`src/rtl/gestor_botones_pkg.sv`:
```
// Shared types and default timing for the button manager.
// The hold-FSM state encoding lives here so top and sub-module agree on it.
package gestor_botones_pkg;

    typedef enum logic [1:0] {
        ST_IDLE    = 2'd0,
        ST_HOLDING = 2'd1,
        ST_FIRED   = 2'd2
    } hold_state_t;

    // Defaults assume a 50 MHz clock: 5 s long press, 0.5 s repeat delay, 0.2 s repeat period.
    localparam int unsigned DEF_LONG_PRESS_CYCLES = 250000000;
    localparam int unsigned DEF_REPEAT_DELAY      = 25000000;
    localparam int unsigned DEF_REPEAT_PERIOD     = 10000000;

endpackage

```
`src/rtl/gestor_botones_deteccion_larga.sv`:
```
// Long-press detector: one-cycle o_long exactly LONG_PRESS_CYCLES cycles after the press cycle.
// Latency: registered output. Backpressure: none; a held button fires once, then waits for release.
module deteccion_larga import gestor_botones_pkg::*; #(
    parameter int unsigned LONG_PRESS_CYCLES = DEF_LONG_PRESS_CYCLES
) (
    input  logic clk,
    input  logic rst_n,
    input  logic i_level,
    input  logic i_press,
    output logic o_long
);

    localparam int unsigned CNT_W = $clog2(LONG_PRESS_CYCLES + 1);
    // The counter steps to LONG_PRESS_CYCLES-1 on the same edge that raises o_long.
    localparam logic [CNT_W-1:0] FIRE_AT = CNT_W'((LONG_PRESS_CYCLES >= 2) ? (LONG_PRESS_CYCLES - 2) : 0);
    localparam logic [CNT_W-1:0] CNT_MAX = CNT_W'(LONG_PRESS_CYCLES);

    hold_state_t      r_state;
    logic [CNT_W-1:0] r_cnt;
    logic             r_long;

    always_ff @(posedge clk or negedge rst_n) begin
        if (!rst_n) begin
            r_state <= ST_IDLE;
            r_cnt   <= '0;
            r_long  <= 1'b0;
        end else begin
            r_long <= 1'b0;
            case (r_state)
                ST_IDLE: begin
                    if (i_press) begin
                        r_cnt <= '0;
                        if (LONG_PRESS_CYCLES < 2) begin
                            r_state <= ST_FIRED;
                            r_long  <= 1'b1;
                        end else begin
                            r_state <= ST_HOLDING;
                        end
                    end
                end
                ST_HOLDING: begin
                    if (!i_level) begin
                        r_state <= ST_IDLE;
                        r_cnt   <= '0;
                    end else begin
                        r_cnt <= r_cnt + 1'b1;
                        if (r_cnt == FIRE_AT) begin
                            r_state <= ST_FIRED;
                            r_long  <= 1'b1;
                        end
                    end
                end
                ST_FIRED: begin
                    if (!i_level) begin
                        r_state <= ST_IDLE;
                        r_cnt   <= '0;
                    end else if (r_cnt != CNT_MAX) begin
                        r_cnt <= r_cnt + 1'b1;
                    end
                end
                default: r_state <= ST_IDLE;
            endcase
        end
    end

    assign o_long = r_long;

endmodule

```
`src/rtl/gestor_botones.sv`:
```
// Button manager: press pulses, long-press events, test-mode toggle; GESTOR_BOTONES_REPEAT_EN adds left/right auto-repeat.
// Latency: press pulses 1 cycle after the press is sampled. Backpressure: none, events are fire-and-forget.
module gestor_botones import gestor_botones_pkg::*; #(
    parameter int unsigned LONG_PRESS_CYCLES = DEF_LONG_PRESS_CYCLES,
    parameter int unsigned REPEAT_DELAY      = DEF_REPEAT_DELAY,
    parameter int unsigned REPEAT_PERIOD     = DEF_REPEAT_PERIOD
) (
    input  logic clk,
    input  logic rst_n,
    input  logic reset_db,
    input  logic test_db,
    input  logic action_db,
    input  logic cancel_db,
    input  logic left_db,
    input  logic right_db,
    output logic action_pulse,
    output logic cancel_pulse,
    output logic left_pulse,
    output logic right_pulse,
    output logic reset_long,
    output logic test_long,
    output logic test_mode
);

    if (LONG_PRESS_CYCLES == 0 || REPEAT_DELAY == 0 || REPEAT_PERIOD == 0) begin : g_bad_cfg
        $error("gestor_botones: timing parameters must be non-zero");
    end

    // Bit order: action, cancel, left, right, reset, test.
    logic [5:0] w_lvl;
    logic [5:0] w_press;
    logic [5:0] r_prev;
    logic [1:0] w_lr_ok;
    logic [1:0] w_lr_rep;
    logic       r_action_pulse, r_cancel_pulse, r_left_pulse, r_right_pulse;
    logic       r_test_mode;
    logic       w_reset_long, w_test_long;

    assign w_lvl   = {action_db, cancel_db, left_db, right_db, reset_db, test_db};
    assign w_press = w_lvl & ~r_prev;
    // [1]=left, [0]=right; a same-cycle left+right press cancels both.
    assign w_lr_ok = {w_press[3] & ~w_press[2], w_press[2] & ~w_press[3]};

    // Reset to ones so a button already held at reset release must be seen low first.
    always_ff @(posedge clk or negedge rst_n) begin
        if (!rst_n) r_prev <= '1;
        else        r_prev <= w_lvl;
    end

`ifdef GESTOR_BOTONES_REPEAT_EN
    localparam int unsigned REP_MAX = (REPEAT_DELAY > REPEAT_PERIOD) ? REPEAT_DELAY : REPEAT_PERIOD;
    localparam int unsigned REP_W   = $clog2(REP_MAX + 1);
    localparam logic [REP_W-1:0] DLY_END = REP_W'(REPEAT_DELAY - 1);
    localparam logic [REP_W-1:0] PER_END = REP_W'(REPEAT_PERIOD - 1);

    logic [1:0]       w_lr_lvl, w_lr_other, w_rep_tick;
    logic [1:0]       r_rep_act, r_rep_per;
    logic [REP_W-1:0] r_rep_cnt [2];

    assign w_lr_lvl   = {left_db, right_db};
    assign w_lr_other = {right_db, left_db};

    always_comb begin
        w_rep_tick = '0;
        for (int i = 0; i < 2; i++) begin
            w_rep_tick[i] = r_rep_act[i] & w_lr_lvl[i] &
                            (r_rep_cnt[i] == (r_rep_per[i] ? PER_END : DLY_END));
        end
    end

    // The repeat timer keeps ticking while both are held; only the pulse is masked.
    assign w_lr_rep = w_rep_tick & ~w_lr_other;

    always_ff @(posedge clk or negedge rst_n) begin
        if (!rst_n) begin
            r_rep_act    <= '0;
            r_rep_per    <= '0;
            r_rep_cnt[0] <= '0;
            r_rep_cnt[1] <= '0;
        end else begin
            for (int i = 0; i < 2; i++) begin
                if (w_lr_ok[i]) begin
                    r_rep_act[i] <= 1'b1;
                    r_rep_per[i] <= 1'b0;
                    r_rep_cnt[i] <= '0;
                end else if (!w_lr_lvl[i]) begin
                    r_rep_act[i] <= 1'b0;
                end else if (w_rep_tick[i]) begin
                    r_rep_per[i] <= 1'b1;
                    r_rep_cnt[i] <= '0;
                end else if (r_rep_act[i]) begin
                    r_rep_cnt[i] <= r_rep_cnt[i] + 1'b1;
                end
            end
        end
    end
`else
    assign w_lr_rep = 2'b00;
`endif

    always_ff @(posedge clk or negedge rst_n) begin
        if (!rst_n) begin
            r_action_pulse <= 1'b0;
            r_cancel_pulse <= 1'b0;
            r_left_pulse   <= 1'b0;
            r_right_pulse  <= 1'b0;
        end else begin
            r_action_pulse <= w_press[5];
            r_cancel_pulse <= w_press[4];
            r_left_pulse   <= w_lr_ok[1] | w_lr_rep[1];
            r_right_pulse  <= w_lr_ok[0] | w_lr_rep[0];
        end
    end

    deteccion_larga #(.LONG_PRESS_CYCLES(LONG_PRESS_CYCLES)) u_larga_reset (
        .clk     (clk),
        .rst_n   (rst_n),
        .i_level (reset_db),
        .i_press (w_press[1]),
        .o_long  (w_reset_long)
    );

    deteccion_larga #(.LONG_PRESS_CYCLES(LONG_PRESS_CYCLES)) u_larga_test (
        .clk     (clk),
        .rst_n   (rst_n),
        .i_level (test_db),
        .i_press (w_press[0]),
        .o_long  (w_test_long)
    );

    // A reset long press wins over a coincident test long press.
    always_ff @(posedge clk or negedge rst_n) begin
        if (!rst_n)            r_test_mode <= 1'b0;
        else if (w_reset_long) r_test_mode <= 1'b0;
        else if (w_test_long)  r_test_mode <= ~r_test_mode;
    end

    assign action_pulse = r_action_pulse;
    assign cancel_pulse = r_cancel_pulse;
    assign left_pulse   = r_left_pulse;
    assign right_pulse  = r_right_pulse;
    assign reset_long   = w_reset_long;
    assign test_long    = w_test_long;
    assign test_mode    = r_test_mode;

endmodule
```
`config.mk`:
```
export PLATFORM = sky130hd
export DESIGN_NAME = gestor_botones
export DESIGN_NICKNAME = d
export VERILOG_FILES = /design/src/rtl/gestor_botones_pkg.sv /design/src/rtl/gestor_botones_deteccion_larga.sv /design/src/rtl/gestor_botones.sv
export SDC_FILE = /design/constraint.sdc
export NUM_CORES = 1
export LEC_CHECK = 0
export ABC_CLOCK_PERIOD_IN_PS = 3700
export BUFFER_PORTS_ARGS = -buffer_cell sky130_fd_sc_hd__buf_4
export CORE_AREA = 2 2 95 97
export DETAILED_ROUTE_END_ITERATION = 6
export DIE_AREA = 0 0 97 99
export GPL_ROUTABILITY_DRIVEN = 1
export HOLD_SLACK_MARGIN = 0.02
export PLACE_DENSITY = 0.75
export RECOVER_POWER = 50
export SKIP_LAST_GASP = 1
export SLEW_MARGIN = 30
export SYNTH_ARGS = -nofsm -noshare
export SYNTH_HDL_FRONTEND = slang
export SYNTH_SLANG_ARGS = --single-unit
```
`constraint.sdc`:
```
create_clock -name clk -period 3.7 [get_ports clk]
set_input_delay 0.185 -clock clk [delete_from_list [all_inputs] [get_ports clk]]
set_output_delay 0.185 -clock clk [all_outputs]
set_load 0.01 [all_outputs]
```
Word-level counts from Yosys, hierarchy flattened
Cells that the tools add are included.
Cells by class
  add/subtract/negate cells: 2
  eq/ne operators: 16
  muxes and demuxes: 28
  bitwise gates (word level): 7
  reduce and logical (&&, ||, !) cells: 9
Operators by type and width (count)
  $mux 28: 8
  $pmux 28 s3: 2
  $add 28x1->28 const B: 2
  $eq 28x28->1 const B: 2
  $ne 28x28->1 const B: 2
  $mux 2: 8
  $ne 3x2->1 const B: 4
  $pmux 2 s3: 2
  $reduce_and 3->1: 4
  $mux 1: 8
  $ne 2x2->1 const B: 4
  $and 6x6->6: 1
  $not 6->6: 1
  $reduce_bool 3->1: 2
  $eq 2x1->1 const B: 2
  $eq 2x2->1 const B: 2
  $logic_not 2->1: 2
  $not 1->1: 3
  $and 1x1->1: 2
  $reduce_bool 2->1: 1
Word-level totals
  flip-flop bits (word level): 73
  input bits: 8
  output and inout port bits: 7
  logic and storage cells: 74

Logic depth before layout (Yosys ltp)
  depth after elaboration: 4
  mapped depth: 8
  depth with buffers taken out: 7

By module
A second synthesis with hierarchy kept.
Second synthesis, totals
  cell total of the unflattened synthesis: 471
  area total of the unflattened synthesis: 4230.3 sq um
By module, submodules not included
  deteccion_larga: times used 2, cells each 225, area an instance 1934.4 sq um, seq. area each 775.7 sq um
  gestor_botones: times used 1, cells each 21, area an instance 361.6 sq um, seq. area each 282.8 sq um

Least setup slack after synthesis
No wires, ideal clock.
  kind: reg-to-reg
  start: reg u_larga_test.r_cnt[14]
  end: reg u_larga_test.r_state[1]
  setup time: 126 ps
  arrival time: 1908 ps
  required time: 3574 ps
  slack: 1666 ps
  cell stages (with the launch flop): 7
  buffers on the path: 1
  period minus slack after synthesis: 2034 ps
  cell sequence: dfrtp_1 -> buf_6 -> or4b_4 -> nor4_4 -> nand3_1 -> a21o_1 -> a311o_1
Between the ends
  cells in the longest elaborated chain, start to end: 3
Ends and longest elaborated chain
  start, declared: RTL line gestor_botones_deteccion_larga.sv:19  | logic [CNT_W-1:0] r_cnt;
  start signal, assigned: RTL line gestor_botones_deteccion_larga.sv:46  | r_cnt <= r_cnt + 1'b1;
  start signal, assigned: RTL line gestor_botones_deteccion_larga.sv:58  | r_cnt <= r_cnt + 1'b1;
  $eq 28x28->1: RTL line gestor_botones_deteccion_larga.sv:47  | if (r_cnt == FIRE_AT) begin
  $ne 3x2->1 (no line)
  $reduce_and 3->1 (no line)
  end signal, assigned: RTL line gestor_botones_deteccion_larga.sv:43  | r_state <= ST_IDLE;
  end signal, assigned: RTL line gestor_botones_deteccion_larga.sv:48  | r_state <= ST_FIRED;
  end signal, assigned: RTL line gestor_botones_deteccion_larga.sv:55  | r_state <= ST_IDLE;
  end, declared: RTL line gestor_botones_deteccion_larga.sv:18  | hold_state_t r_state;
Every way passes these cells.
A chain may end at the register's enable or synchronous reset.

Worst setup path after layout
  start: reg u_larga_reset.r_state[0]
  end: reg u_larga_reset.r_cnt[19]
Between the ends
  cells in the longest elaborated chain, start to end: 3
  elaborated cells on any way between the ends: 8
  classes of those cells: 4 x eq/ne; 1 x mux; 3 x reduce/logical
Ends and longest elaborated chain
  start, declared: RTL line gestor_botones_deteccion_larga.sv:18
  start signal, assigned: RTL line gestor_botones_deteccion_larga.sv:24  | r_state <= ST_IDLE;
  start signal, assigned: RTL line gestor_botones_deteccion_larga.sv:34  | r_state <= ST_FIRED;
  start signal, assigned: RTL line gestor_botones_deteccion_larga.sv:37  | r_state <= ST_HOLDING;
  $eq 2x2->1, or another cell as far along: RTL line gestor_botones_deteccion_larga.sv:29  | case (r_state)
  $ne 3x2->1 (no line), or another cell as far along
  $reduce_and 3->1 (no line)
  end signal, assigned: RTL line gestor_botones_deteccion_larga.sv:46
  end signal, assigned: RTL line gestor_botones_deteccion_larga.sv:58
  end, declared: RTL line gestor_botones_deteccion_larga.sv:19
Parallel ways exist; a longest one is shown, timed or not.

==> flow_summary.ini <==
[detailed_routing]
dr.pass1.iters = 6
detailed_route_via_count = 3830
final_antenna_net_count = 0
avgRoutedWirePerCell_um = 16.9
drt_drc_violations_left = 0
via_per_inst = 6.45
routed_wl_um = 10100
detail_route.iter0.violations = 353

[timing]
report.final.slew_viol_count = 74
layout_setup_ws_ns = 1.08
clock-skew-final_ns = 0.0143
report.final.hold_viol_count = 0
finalSetupViolCount = 0
grt_setup_unrepaired = no
min_clock_period_post_route_ns = 2.62
min_period_over_period = 0.709
tightest_slew_ns = 1.80
max-slew-margin-rel = -0.202
timing.setup.tns_ns = 0
clock.fmax_mhz = 381

[layout]
layout-area-overhead-vs-synth_pct = 9.93
insertedDiodeCount = 0
post-route-cell-area_um2 = 4640
drive_gt1_frac = 0.107
fillerInstances = 748
post_layout_net_count = 501

[min_path]
hold_start = u_larga_reset.o_long$_DFF_PN0_
path_type_of_the_worst_min_delay_path = reg2reg
whs_path_depth = 1

[power]
power.ir.vdd_worst_v = 0.000189
powerDensity_nw_per_um2 = 424
leakagePower_nw = 1.87
totalPowerFinal_w = 0.00196

[status]
failed_checks = capacitance limit, slew limit
run_status = finished with violations

[clocking]
worst_skew_pair.late_latency_ns = 0.36
cts.path.max_buffers = 2
ctsHtreeMaxLevel = 3
path_clk_slew_ns = 0.08
tritoncts.num_buffers = 9
root_driver = sky130_fd_sc_hd__clkbuf_8
tritoncts = built
clock_sink_count = 73
cts_post_setup_buffers_inserted = 0
post_cts_resized = 0

[critical_path]
critical_path.endpoint_type = flip-flop
worstReg2RegStart = u_larga_reset.r_state[0]$_DFFE_PN0P_
start_kind = flip-flop
critical_path_class = reg2reg
timing.reg2reg.worst_path_depth = 7
crit_path_start = u_larga_reset.r_state[0]$_DFFE_PN0P_
critical_path_arrival_ns = 2.85
critPathRequiredTime_ns = 3.93
crit_fanout = 24

[yosys]
post_synth_instance_area_um2 = 4220
synth_async_sr_flop_share = 1.00
synthCells = 464
synth_edf_count = 0
synth_cell_types = 56
syn_nets = 484
synth.yosys.seq_area_share = 0.435
synth_warnings = 0
synth_largest_area_cell = sky130_fd_sc_hd__dfrtp_1
postSynthRegisterBits = 73
area_share_of_the_largest_cell_type_after_synthesis = 0.397
dominant_synthesized_flop_cell = sky130_fd_sc_hd__dfrtp_1
synth_area_leaders = sky130_fd_sc_hd__dfrtp_1, sky130_fd_sc_hd__o21ai_0, sky130_fd_sc_hd__nand3_1, sky130_fd_sc_hd__o31ai_1, sky130_fd_sc_hd__dfstp_2
synth_area_per_cell_um2 = 9.09

[placed_design]
buffer_ports.inserted = 14
detailedPlace.worstSlack_ns = 1.18
dpl_cell_area_um2 = 4380
routabilityCongestion = 0.886
dp_hpwl_um = 6590

[floorplan]
die_height_um = 99
dieWidth_um = 97
start_util = 0.493
floorplan.die_area_um2 = 9600
floorplan.rows = 34
ios = 15
coreArea_um2 = 8550

[global_routing]
global_route_wire_length_before_repair_um = 17000
grt_max_degree = 74
grt_antenna_before_repair = 0
grt.total_usage = 0.213
grt.overflow.total = 0
number_of_global_route_vias_before_repair = 3581

[job]
cap_viol_max_count = 1
-- critical path: stages (launching register included) --
cell,delay (ns)
sky130_fd_sc_hd__dfrtp_1,0.41
sky130_fd_sc_hd__inv_1,0.09
sky130_fd_sc_hd__ha_1,0.31
sky130_fd_sc_hd__nand2_1,0.06
sky130_fd_sc_hd__buf_4,0.22
sky130_fd_sc_hd__a21oi_1,0.69
sky130_fd_sc_hd__nand2_4,0.29
sky130_fd_sc_hd__o311ai_0,0.42
-- area by class of cell --
cell class | count | area (um2) | share of cell area
clock inverters | 4 | 33.8 | 0.00728
repair buffers | 26 | 199 | 0.0429
flip-flops and latches | 73 | 1830 | 0.395
clock buffers | 12 | 165 | 0.0356
well taps | 108 | 135 | 0.0291
multi-input cells | 353 | 2200 | 0.475
inverters | 18 | 67.6 | 0.0146
-- metrics by stage --
step,hold slack (ns),cells,utilization
after global routing,0.443,594,0.542
after floorplan,-0.111,464,-
after detailed placement,0.300,571,0.512
after CTS,0.427,594,0.543
after global placement,0.299,571,0.512
final,0.426,594,0.542
-- synthesized netlist by cell type (all sizes together), types with 5 or more instances --
cell / count
a21oi: 12
a31oi: 15
a41oi: 9
and2: 10
and3: 6
buf: 9
clkbuf: 11
dfrtp: 67
dfstp: 6
ha: 12
inv: 18
nand2: 37
nand3: 42
nand4: 17
nand4b: 5
nor2: 32
nor2b: 5
nor3: 9
nor4: 8
o21ai: 64
o31ai: 26
o41ai: 6
-- report_power, final --
group | internal [W] | switching (W) | leakage (nW)
Combinational | 0.000151 | 0.000312 | 0.778
Clock | 0.000305 | 0.000321 | 0.0996
Sequential | 0.000833 | 0.0000421 | 0.990
-- cells by family (layout without fill, tap and decap cells) --
logic type               count (synthesis)  in the layout  share of synthesized area
adder cells (fa/ha/maj)                 12             12                     0.0356
flip-flops                              73             73                      0.435
XOR/XNOR                                 1              1                    0.00208
AND/OR/NAND/NOR                        188            188                      0.250
AO/OA/AOI/OAI                          151            151                      0.231
multiplexers                             1              1                    0.00237
buffers and inverters                   38             60                     0.0442
-- sequential cells by signal, summed over array words and instances, names as in the netlist --
name,cells
action_pulse,1
cancel_pulse,1
left_pulse,1
r_prev,6
right_pulse,1
test_mode,1
u_larga_reset.o_long,1
u_larga_reset.r_cnt,28
u_larga_reset.r_state,2
u_larga_test.o_long,1
u_larga_test.r_cnt,28
u_larga_test.r_state,2
-- cells in the final DEF (no fill, tap or decap), drive strengths merged, types with 2 or more instances in the layout --
cell type | Yosys | layout
inv | 18 | 20
and2 | 10 | 10
o41ai | 6 | 6
dfrtp | 67 | 67
o311ai | 2 | 2
nand3 | 42 | 42
clkbuf | 11 | 19
a21boi | 2 | 2
nand2 | 37 | 37
and4 | 2 | 2
a21oi | 12 | 12
nor2b | 5 | 5
nor3 | 9 | 9
dlygate4sd3 | 0 | 7
o31ai | 26 | 26
nor2 | 32 | 32
or4b | 4 | 4
o211ai | 2 | 2
ha | 12 | 12
nand4 | 17 | 17
nand4b | 5 | 5
buf | 9 | 12
a31oi | 15 | 15
nor4 | 8 | 8
o21ai | 64 | 64
nor3b | 3 | 3
o22a | 3 | 3
a41oi | 9 | 9
and3 | 6 | 6
dfstp | 6 | 6
nand2b | 2 | 2
a31o | 4 | 4
-- repair_timing --
item	in CTS	in global routing
endpoints found under the setup margin	0	0
hold endpoints to repair	74	0
hold buffers	7	0
-- metal layers --
| layer | global-route usage | up-vias | part of all wire |
|---|---|---|---|
| li1 | - | 1801 | - |
| met1 | 0.281 | 1858 | 0.45 |
| met2 | 0.350 | 148 | 0.48 |
| met3 | 0.0390 | 23 | 0.056 |
| met4 | 0.0878 | 0 | 0.016 |
| met5 | 0 | - | 0 |
-- final timing paths --
check                                                       to  slack, ns
min in group asynchronous    u_larga_test.r_cnt[8]$_DFFE_PN0P_       0.85
hold reg to reg                          test_mode$_DFFE_PN0P_       0.43
setup reg to reg           u_larga_reset.r_cnt[19]$_DFFE_PN0P_       1.08
setup / recovery           u_larga_reset.r_cnt[19]$_DFFE_PN0P_       1.08
max in group asynchronous   u_larga_test.r_cnt[18]$_DFFE_PN0P_       1.77
hold / removal                           test_mode$_DFFE_PN0P_       0.43
Note: power is estimated with default switching activity, not from simulation.
